$ cat config.mk
export PLATFORM = sky130hd
export DESIGN_NAME = bbox_test_sequencer
export DESIGN_NICKNAME = d
export VERILOG_FILES = /design/src/rtl/bbox_test_sequencer.sv
export SDC_FILE = /design/constraint.sdc
export NUM_CORES = 1
export LEC_CHECK = 0
export BUFFER_PORTS_ARGS = -buffer_cell sky130_fd_sc_hd__buf_2
export CAP_MARGIN = 25
export CORE_AREA = 2 2 77 79
export DETAILED_ROUTE_END_ITERATION = 8
export DIE_AREA = 0 0 79 81
export PLACE_DENSITY = 0.65
export SETUP_SLACK_MARGIN = 0.4
export SYNTH_ARGS = -nofsm -noshare
export SYNTH_HDL_FRONTEND = slang
export SYNTH_SLANG_ARGS = --single-unit
$ cat constraint.sdc
create_clock -name clock -period 2.66 [get_ports clock]
set_clock_uncertainty 0.2 [all_clocks]
set_input_delay 0.532 -clock clock [delete_from_list [all_inputs] [get_ports clock]]
set_output_delay 0.532 -clock clock [all_outputs]
set_load 0.01 [all_outputs]
$ cat src/rtl/bbox_test_sequencer.sv
// ---------------------------------------------------------------------------
// bbox_test_sequencer
//
// Self-checking stimulus sequencer for a passthrough or pipelined black-box
// datapath. One run drives NUM_VECTORS pseudo-random words from a 16-bit
// Galois LFSR into the DUT. Each DUT response is compared with the word
// expected LATENCY cycles later. Mismatches are counted, and done/pass are
// reported when the run ends.
//
// Optional feature macro: BBOX_SEQ_ERRCAP_EN
//   defined   : the first mismatch of each run is captured into
//               err_idx/err_exp/err_got
//   undefined : err_idx/err_exp/err_got are tied to zero
//
// Parameters
//   WIDTH        DUT data width (1..16)
//   NUM_VECTORS  vectors per run (1..65535)
//   LATENCY      DUT input->output delay in cycles (0..7, 0 = combinational)
//   SEED         nonzero LFSR seed, reloaded on every accepted start
//   ERRW         err_count width
//
// Ports
//   clock      in   rising-edge clock
//   reset      in   asynchronous active-high reset
//   start      in   pulse, begins a run when not busy
//   abort      in   level, cancels a run in progress
//   dut_in     out  stimulus word to the DUT (zero outside DRIVE)
//   dut_out    in   DUT response
//   busy       out  run in progress (DRIVE or DRAIN)
//   done       out  run completed normally, held until the next accepted start
//   pass       out  done with zero mismatches
//   err_count  out  mismatches in this run, saturating
//   err_idx    out  vector index of the first mismatch
//   err_exp    out  expected word of the first mismatch
//   err_got    out  DUT word of the first mismatch
// ---------------------------------------------------------------------------
module bbox_test_sequencer #(
    parameter int          WIDTH       = 1,
    parameter int          NUM_VECTORS = 16,
    parameter int          LATENCY     = 0,
    parameter logic [15:0] SEED        = 16'hACE1,
    parameter int          ERRW        = 8
) (
    input  logic             clock,
    input  logic             reset,
    input  logic             start,
    input  logic             abort,
    output logic [WIDTH-1:0] dut_in,
    input  logic [WIDTH-1:0] dut_out,
    output logic             busy,
    output logic             done,
    output logic             pass,
    output logic [ERRW-1:0]  err_count,
    output logic [15:0]      err_idx,
    output logic [WIDTH-1:0] err_exp,
    output logic [WIDTH-1:0] err_got
);

    localparam logic [1:0] S_IDLE  = 2'd0;
    localparam logic [1:0] S_DRIVE = 2'd1;
    localparam logic [1:0] S_DRAIN = 2'd2;
    localparam logic [1:0] S_DONE  = 2'd3;

    // Galois feedback mask for x^16 + x^14 + x^13 + x^11 + 1 (right shift).
    localparam logic [15:0] TAPS       = 16'hB400;
    localparam logic [15:0] LAST_IDX   = 16'(NUM_VECTORS - 1);
    localparam logic [2:0]  DRAIN_INIT = 3'(LATENCY - 1);

    logic [1:0]       state;
    logic [15:0]      lfsr;
    logic [15:0]      lfsr_next;
    logic [15:0]      idx;
    logic [2:0]       drain_cnt;

    logic             driving;
    logic             kill;
    logic             accept;
    logic             cmp_valid;
    logic [WIDTH-1:0] cmp_exp;
    logic             cmp_en;
    logic             mismatch;

    // -----------------------------------------------------------------------
    // Control decode
    // -----------------------------------------------------------------------
    assign driving = (state == S_DRIVE);
    assign busy    = (state == S_DRIVE) || (state == S_DRAIN);
    assign kill    = abort && busy;
    // abort has priority over start even when idle or done
    assign accept  = start && !abort && ((state == S_IDLE) || (state == S_DONE));
    assign dut_in  = driving ? lfsr[WIDTH-1:0] : '0;
    assign pass    = done && (err_count == '0);

    always_comb begin
        lfsr_next = {1'b0, lfsr[15:1]};
        if (lfsr[0]) begin
            lfsr_next = lfsr_next ^ TAPS;
        end
    end

    // -----------------------------------------------------------------------
    // Compare alignment: the valid flag and the expected word travel through
    // LATENCY stages next to the stimulus. The tail of that pipe therefore
    // lines up with the matching DUT response. At LATENCY 0 the drive cycle
    // itself is compared.
    // -----------------------------------------------------------------------
`ifdef BBOX_SEQ_ERRCAP_EN
    logic [15:0] cmp_idx;
`endif

    generate
        if (LATENCY == 0) begin : g_comb
            assign cmp_valid = driving;
            assign cmp_exp   = dut_in;
`ifdef BBOX_SEQ_ERRCAP_EN
            assign cmp_idx   = idx;
`endif
        end else begin : g_pipe
            logic [LATENCY-1:0] vpipe;
            logic [WIDTH-1:0]   epipe [LATENCY];

            always_ff @(posedge clock or posedge reset) begin
                if (reset) begin
                    vpipe <= '0;
                    for (int unsigned i = 0; i < LATENCY; i++) begin
                        epipe[i] <= '0;
                    end
                end else if (kill) begin
                    vpipe <= '0;
                    for (int unsigned i = 0; i < LATENCY; i++) begin
                        epipe[i] <= '0;
                    end
                end else begin
                    vpipe[0] <= driving;
                    epipe[0] <= dut_in;
                    for (int unsigned i = 1; i < LATENCY; i++) begin
                        vpipe[i] <= vpipe[i-1];
                        epipe[i] <= epipe[i-1];
                    end
                end
            end

            assign cmp_valid = vpipe[LATENCY-1];
            assign cmp_exp   = epipe[LATENCY-1];

`ifdef BBOX_SEQ_ERRCAP_EN
            // The index only matters where the valid flag is set, so it
            // follows the same shift without being cleared on abort.
            logic [15:0] ipipe [LATENCY];

            always_ff @(posedge clock or posedge reset) begin
                if (reset) begin
                    for (int unsigned i = 0; i < LATENCY; i++) begin
                        ipipe[i] <= '0;
                    end
                end else begin
                    ipipe[0] <= idx;
                    for (int unsigned i = 1; i < LATENCY; i++) begin
                        ipipe[i] <= ipipe[i-1];
                    end
                end
            end

            assign cmp_idx = ipipe[LATENCY-1];
`endif
        end
    endgenerate

    // A compare that falls in the abort cycle is discarded, so err_count
    // holds the value it had before the abort.
    assign cmp_en   = cmp_valid && !kill;
    assign mismatch = (dut_out != cmp_exp);

    // -----------------------------------------------------------------------
    // Sequencer FSM, LFSR, vector index and mismatch counter
    // -----------------------------------------------------------------------
    always_ff @(posedge clock or posedge reset) begin
        if (reset) begin
            state     <= S_IDLE;
            lfsr      <= SEED;
            idx       <= '0;
            drain_cnt <= '0;
            done      <= 1'b0;
            err_count <= '0;
        end else begin
            if (cmp_en && mismatch && (err_count != '1)) begin
                err_count <= err_count + 1'b1;
            end

            case (state)
                S_IDLE, S_DONE: begin
                    if (accept) begin
                        state     <= S_DRIVE;
                        lfsr      <= SEED;
                        idx       <= '0;
                        done      <= 1'b0;
                        err_count <= '0;
                    end
                end

                S_DRIVE: begin
                    if (abort) begin
                        state <= S_IDLE;
                    end else begin
                        lfsr <= lfsr_next;
                        idx  <= idx + 16'd1;
                        if (idx == LAST_IDX) begin
                            if (LATENCY > 0) begin
                                state     <= S_DRAIN;
                                drain_cnt <= DRAIN_INIT;
                            end else begin
                                state <= S_DONE;
                                done  <= 1'b1;
                            end
                        end
                    end
                end

                S_DRAIN: begin
                    if (abort) begin
                        state <= S_IDLE;
                    end else if (drain_cnt == 3'd0) begin
                        state <= S_DONE;
                        done  <= 1'b1;
                    end else begin
                        drain_cnt <= drain_cnt - 3'd1;
                    end
                end

                default: begin
                    state <= S_IDLE;
                end
            endcase
        end
    end

    // -----------------------------------------------------------------------
    // First-mismatch capture
    // -----------------------------------------------------------------------
`ifdef BBOX_SEQ_ERRCAP_EN
    always_ff @(posedge clock or posedge reset) begin
        if (reset) begin
            err_idx <= '0;
            err_exp <= '0;
            err_got <= '0;
        end else if (accept) begin
            err_idx <= '0;
            err_exp <= '0;
            err_got <= '0;
        end else if (cmp_en && mismatch && (err_count == '0)) begin
            err_idx <= cmp_idx;
            err_exp <= cmp_exp;
            err_got <= dut_out;
        end
    end
`else
    assign err_idx = '0;
    assign err_exp = '0;
    assign err_got = '0;
`endif

endmodule

* Yosys cells after proc, flatten, opt, wreduce, memory -nomap -nowiden
Cells that the tools add are included.
** Operators by class
- Add/subtract/negate cells :: 3
- Equality and inequality tests :: 13
- Muxes and demuxes :: 23
- Bitwise operators :: 3
- Reductions and logical operators :: 20
** Operators with widths (number)
- 16-bit two-way mux :: 5
- 16-bit case mux with 2 select lines :: 2
- 8-bit two-way mux :: 3
- 16-bit by 1-bit adder with 16-bit output, second input constant :: 1
- 16-bit by 4-bit equality test with 1-bit output, second input constant :: 1
- 2-bit two-way mux :: 5
- 3-bit AND reduction :: 3
- 8-bit by 1-bit adder with 8-bit output, second input constant :: 1
- 8-bit zero test :: 1
- 8-bit != test, second input constant :: 1
- 1-bit logical AND :: 7
- 1-bit two-way mux :: 6
- 2-bit != test, second input constant :: 3
- 3-bit by 2-bit != test with 1-bit output, second input constant :: 2
- 2-bit case mux with 3 select lines :: 1
- 5-bit AND reduction :: 1
- 2-bit equality test, second input constant :: 2
- 2-bit by 1-bit != test with 1-bit output, second input constant :: 2
- 3-bit NOT with 4-bit output :: 1
- 3-bit zero test :: 1
- 1-bit case mux with 3 select lines :: 1
- 3-bit by 1-bit subtractor with 3-bit output, second input constant :: 1
- 2-bit by 1-bit equality test with 1-bit output, second input constant :: 1
- 1-bit zero test :: 2
- other kinds (6) :: 8
** Word-level totals
- Register bits after elaboration :: 46
- Input bits :: 5
- Output and inout port bits :: 30
- Word-level logic and storage cells :: 68

* Logic depth before layout (Yosys ltp)
Gate-level depths: netlist of the first run.
- Word-level depth :: 10
- Mapped depth :: 7
- Depth with buffers taken out :: 6

* Worst setup path after synthesis of the first run
No wires, ideal clock.
- Path kind :: register to register
- Start point :: register state[1]
- End point :: register idx[10]
- Library setup time :: 0.078 ns
- Arrival time :: 2.082 ns
- Data required time :: 2.382 ns
- Path slack :: 0.299 ns
- Cell stages (with the launch flop) :: 7
- Buffers on the path :: 1
- Period minus slack after synthesis :: 2.361 ns
- Cells stage by stage :: dfrtp_1 -> ha_1 -> mux2i_1 -> or4_1 -> buf_2 -> or3_1 -> a21oi_1
** Between the ends
- Word-level cells in the longest chain between the ends :: 5
- Elaborated cells between the ends (all ways) :: 11
- Classes of those cells :: eq/ne: 4; mux: 1; reduce/logical: 6
** Ends and longest elaborated chain
- start: declaration :: line 69 : logic [1:0] state;
- start signal: assignment :: line 179 : state <= S_IDLE;
- start signal: assignment :: line 193 : state <= S_DRIVE;
- start signal: assignment :: line 203 : state <= S_IDLE;
- 2-bit equality test / 2-bit zero test (equally long branches) :: line 90, 190
- 1-bit logical OR :: line 90 : assign accept = start && !abort && ((state == S_IDLE) || (state == S_DONE));
- 1-bit logical AND :: line 90
- 2-bit != test (no source line)
- 3-bit AND reduction (no source line)
- end signal: assignment :: line 206 : idx <= idx + 16'd1;
- end: declaration :: line 72 : logic [15:0] idx;
Several ways; a longest one is shown, not always the timed one.
A chain may end at the register's enable or synchronous reset.

* Worst setup path in the final report of the first run
- Start point :: register err_count[2]
- End point :: output port pass
** Between the ends
- Word-level cells in the longest chain between the ends :: 2
** Ends and longest elaborated chain
- start: declaration :: line 53 : output logic [ERRW-1:0] err_count,
- start signal: assignment :: line 187 : err_count <= err_count + 1'b1;
- 8-bit zero test :: line 92 : assign pass = done && (err_count == '0);
- 1-bit logical AND :: line 92
- end: declaration :: line 52 : output logic pass,
Every way passes these cells.

==> impl_metrics.py, run 1 <==
metrics = {
    "floorplanning": {
        "die_h_um": 81,
        "core.rowCount": 28,
        "io_pins": 35,
        "coreArea_um2": 5680,
        "dieArea_um2": 6400,
        "dieWidth_um": 79,
        "start_util_pct": 44.3,
    },
    "critical_path": {
        "path_buf_inv": 1,
        "crit_slowest_cell": "or4_1",
        "critPathTopFamily": "simple AND/OR/NAND/NOR gates",
        "crit_chain": "or4_1 > nor4_1 > buf_2",
        "critPathMaxStageDelay_ps": 510,
        "critPathLaunchType": "flip-flop",
        "criticalPathCategory": "flip-flop to output pin",
        "cp.arrival_ps": 1530,
        "worstSetupEndpointType": "output pin",
        "worstPathRequired_ps": 1930,
        "worstPathMaxFanout": 2,
    },
    "power_and_ir_drop": {
        "vdd_drop_max_mv": 0.449,
        "p_leak_nw": 1.28,
        "p_per_area_nw_per_um2": 921,
    },
    "grt": {
        "gr-usage-all-layers_pct": 16.7,
        "grt_start_max_net_pins": 27,
        "overflow": 0,
        "first_global_vias": 1752,
        "antenna_found_initial": 0,
        "grt_pass1_wl_mm": 8.33,
    },
    "timing": {
        "fin_tns_setup_ps": 0,
        "post-route-period-util_pct": 85.2,
        "slew_viol_final": 0,
        "max_freq_mhz": 441,
        "grt_setup_unrepaired": "true",
        "setup_viol": 0,
        "fin_hold_ws_ps": -8.23,
        "finalHoldViolCount": 9,
        "fin_crit_ps": 2270,
    },
    "routing": {
        "antenna_left": 0,
        "drt_iter0_markers": 106,
        "via_per_inst": 5.22,
        "finalWirelength_mm": 5.10,
        "remaining_drc_errors": 0,
        "avgRoutedWirePerCell_um": 13.6,
        "firstDrtPassIters": 4,
        "vias": 1956,
    },
    "cells_and_area": {
        "antenna_cells": 0,
        "final_common_cell": "dfrtp_1",
        "synthToLayoutAreaGrowth_pct": 15.1,
        "postLayoutCoreUtil_pct": 51.0,
        "postLayoutCellArea_um2": 2890,
        "fill_cells": 536,
        "layout-drive-gt1-share_pct": 23.7,
        "nets": 311,
        "mostFrequentLayoutCells": "34 x dfrtp_1, 23 x nor2_1, 21 x nand2_1",
    },
    "clock_tree": {
        "holdBufCountCts": 0,
        "cts_buffers": 5,
        "cts_sinks": 46,
        "clk_path_buf_depth": 2,
        "cts_tree": "yes",
        "clk_pin_slew_ps": 90,
        "htreeDepth": 2,
        "cts-root-buf": "clkbuf_8",
        "clock_latency_ps": 300,
    },
    "place": {
        "dp_hpwl_mm": 3.49,
        "place_area_um2": 2630,
        "gp_congestion": 0.830,
        "io_buffer_count": 16,
    },
    "run_status": {
        "outcome": "finished with violations",
        "violations": "hold timing",
    },
    "synth": {
        "synth_area_per_cell_um2": 9.14,
        "yosysWarnings": 0,
        "ys_ff_latch": 46,
        "synthCells": 275,
        "syn_area_um2": 2510,
        "seq_area_frac_synth_pct": 46.2,
        "synth.distinct_cells": 41,
    },
    "job": {
        "max-cap-violations": 0,
    },
    "hold_path": {
        "hp-class": "input port to async pin",
    },
}
power breakdown:
group	internal, mW	total, mW	switching (mW)
clock network	0.280	0.518	0.237
registers	0.921	1.06	0.135
logic	0.491	1.09	0.598
total	1.69	2.66	0.970
repair_timing:
action / CTS / global route
setup buffers: 3 / 5
cloned: 0 / 0
endpoints found under the setup margin: 10 / 12
resized for setup: 6 / 14
pin swaps: 0 / 5
through the flow:
step | power, mW | instances | setup WS [ps]
finish | 2.66 | 375 | 394
global route | 2.86 | 375 | 349
CTS | 2.59 | 370 | 338
detailed placement | 2.03 | 359 | 342
global placement | 2.00 | 359 | 383
floorplan | 1.78 | 292 | 414
state kept, by name (all words and copies together) (netlist names):
name	count
drain_cnt	3
done	1
lfsr	16
idx	16
err_count	8
state	2
routing by layer:
metal  GRT usage, %  vias to the layer above  share of wire (%)
li1               -                      973                  -
met1           23.7                      937                 48
met2           25.7                       43                 47
met3           3.33                        3                3.7
met4           5.69                        0               0.74
met5              0                        -                  0
cell type report:
cell class	instances	area [um2]	area share, %
Timing Repair Buffer	30	189	6.53
Clock buffer	6	72.6	2.51
Inverter	16	60.1	2.08
Sequential cell	46	1170	40.3
Clock inverter	2	37.5	1.30
Multi-Input combinational cell	200	1270	44.0
Tap cell	75	93.8	3.24
path summary, 6_finish.rpt:
kind	end	depth (start not counted)	start	slack, ps
min in group clock	lfsr[4]	2	lfsr[4]	270
worst min register to register	lfsr[4]	2	lfsr[4]	270
max in group asynchronous	lfsr[10]	3	reset	1670
worst min-delay path	lfsr[8]	2	reset	-8
worst max register to register	idx[15]	6	state[1]	440
worst max-delay path	pass	3	err_count[2]	390
cell families (layout without fill, tap and decap cells):
logic type	after synthesis	in the layout	synth area share [%]
buffers and inverters	46	54	9.61
adders and majority gates	7	7	3.49
DFF	46	46	46.2
other	1	18	0.149
AOI/OAI and AO/OA	54	54	12.8
and+or+nand+nor	104	104	21.5
xor gates and xnor gates	13	13	4.53
muxes	4	4	1.69
cells in the mapped netlist, drive strengths merged:
master | n | area share [%]
a21oi | 17 | 3.4
nor2b | 1 | 0.25
or3 | 7 | 1.7
a211oi | 1 | 0.30
buf | 21 | 5.9
mux2 | 2 | 0.90
nor2 | 23 | 3.4
ha | 7 | 3.5
nand4b | 2 | 0.70
inv | 16 | 2.4
a21o | 1 | 0.30
nor3 | 3 | 0.60
a22o | 2 | 0.70
and3 | 3 | 0.75
xnor2 | 10 | 3.5
or4 | 9 | 2.7
mux2i | 2 | 0.80
nand3b | 1 | 0.30
conb | 1 | 0.15
o31ai | 4 | 1.2
o21ai | 17 | 3.4
o41ai | 2 | 0.70
nand3 | 17 | 3.4
nor3b | 1 | 0.30
nand2b | 4 | 1.0
dfstp | 8 | 8.4
nand4 | 4 | 1.0
a31o | 3 | 1.0
or2 | 3 | 0.75
xor2 | 3 | 1.0
a31oi | 6 | 1.5
clkbuf | 9 | 1.3
nand2 | 21 | 3.1
dfrtp | 38 | 38
nor4 | 3 | 0.75
a311oi | 1 | 0.35
and4 | 2 | 0.70
(Power assumes the default switching activity.)
==> run 2, diff against run 1 <==
Settings changed: CORE_AREA 2 2 77 79 to 2 2 83 85, DIE_AREA 0 0 79 81 to 0 0 85 87, PLACE_DENSITY 0.65 to not set.
==> impl_metrics.py, run 2 (synthesized netlist as in run 1, its figures left out) <==
metrics = {
    "cells_and_area": {
        "mostFrequentLayoutCells": "33 x dfrtp_1, 23 x nor2_1, 21 x nand2_1",
        "layout-drive-gt1-share_pct": 23.7,
        "reg.largest.list": "idx: 16 flops, lfsr: 16 flops, err_count: 8 flops",
        "postLayoutCoreUtil_pct": 43.6,
        "synthToLayoutAreaGrowth_pct": 14.0,
        "postLayoutCellArea_um2": 2870,
        "final_common_cell": "dfrtp_1",
        "antenna_cells": 0,
        "nets": 311,
    },
    "routing": {
        "vias": 1971,
        "wl_met2_mm": 2.32,
        "firstDrtPassIters": 4,
        "finalWirelength_mm": 5.08,
        "drt_iter0_markers": 101,
        "wl_met3_um": 219,
        "remaining_drc_errors": 0,
        "antenna_left": 0,
        "top_layer": "met4",
        "wl_met1_mm": 2.47,
        "avgRoutedWirePerCell_um": 13.4,
        "via_per_inst": 5.19,
    },
    "critical_path": {
        "crit_chain": "or4_1 > nor4_1 > buf_2",
        "cp.arrival_ps": 1550,
        "critPathLaunchType": "flip-flop",
        "crit_slowest_cell": "or4_1",
        "worstSetupEndpointType": "output pin",
        "worstPathRequired_ps": 1930,
        "criticalPathCategory": "flip-flop to output pin",
        "critPathMaxStageDelay_ps": 510,
        "worstPathMaxFanout": 2,
    },
    "floorplanning": {
        "coreArea_um2": 6570,
        "dieWidth_um": 85,
        "dieArea_um2": 7400,
        "core.rowCount": 30,
        "io_pins": 35,
        "die_h_um": 87,
        "start_util_pct": 38.2,
    },
    "timing": {
        "post-route-period-util_pct": 86.0,
        "fin_crit_ps": 2290,
        "slew_viol_final": 0,
        "grt_setup_unrepaired": "true",
        "fin_tns_setup_ps": 0,
        "setup_viol": 0,
        "finalHoldViolCount": 0,
        "worst_slack_ps": 374,
        "max_freq_mhz": 437,
    },
    "clock_tree": {
        "cts-root-buf": "clkbuf_8",
        "clk_path_buf_depth": 2,
        "htreeDepth": 2,
        "clk_pin_slew_ps": 80,
        "cts_sinks": 46,
        "clock_latency_ps": 300,
        "cts_buffers": 5,
        "cts_tree": "yes",
    },
    "grt": {
        "gr-usage-all-layers_pct": 14.7,
        "grt_pass1_wl_mm": 8.63,
        "overflow": 0,
        "grt_start_max_net_pins": 27,
        "first_global_vias": 1809,
        "antenna_found_initial": 0,
    },
    "power_and_ir_drop": {
        "p_per_area_nw_per_um2": 898,
        "finalPower_mw": 2.57,
        "p_leak_nw": 1.28,
        "vdd_drop_max_mv": 0.451,
    },
    "place": {
        "io_buffer_count": 16,
        "place_area_um2": 2640,
        "gp_congestion": 0.764,
        "dp_hpwl_mm": 3.55,
        "dp_slack_ps": 330,
    },
    "job": {
        "max-cap-violations": 0,
    },
    "hold_path": {
        "hp-class": "flip-flop to flip-flop",
    },
    "run_status": {
        "outcome": "completed",
    },
}
==> run 2: critical path, delay by kind of cell (launching register included) <==
| kind | cells | cell delay [ps] |
|---|---|---|
| flops | 1 | 410 |
| simple gates | 2 | 670 |
| buf+inv | 1 | 170 |
==> run 2: final cells by class <==
type | instances | area, um2
fill | 657 | 3700
multi-input combinational | 200 | 1250
sequential | 46 | 1170
timing repair buffer | 30 | 200
tap | 80 | 100
clock buffer | 7 | 86.3
inverter | 16 | 60.1
clock inverter | 1 | 5.00
==> run 2: layer usage <==
layer	up-vias	track usage, %
met4	0	4.76
met1	957	19.6
met2	40	23.2
li1	970	-
met5	-	0
met3	4	4.08
==> run 2: worst paths after layout <==
path	startpoint	to	slack [ps]	depth (start not counted)
max in group asynchronous	reset	lfsr[10]	1110	4
setup reg to reg	idx[4]	done	460	4
min in group asynchronous	reset	lfsr[8]	540	3
setup / recovery	err_count[2]	pass	370	3
hold / removal	lfsr[4]	lfsr[4]	270	2
hold reg to reg	lfsr[4]	lfsr[4]	270	2
==> run 2: timing repair <==
item	in CTS	in global routing
gates cloned	0	0
setup buffers	2	4
hold buffers	1	0
endpoints found under the hold margin	2	0
endpoints found under the setup margin	10	11
gates resized for setup	6	15
pin swaps	0	8
==> run 2: per-stage QoR <==
step / hold slack, ps / instances
CTS: 272 / 376
finish: 270 / 380
global placement: 250 / 365
floorplan: 236 / 292
detailed placement: 256 / 365
global route: 295 / 380
==> run 2: power breakdown <==
part / leakage (nW) / switching [mW] / internal (mW)
clock network: 0.0482 / 0.230 / 0.210
registers: 0.583 / 0.137 / 0.922
logic: 0.647 / 0.587 / 0.486
total: 1.28 / 0.954 / 1.62
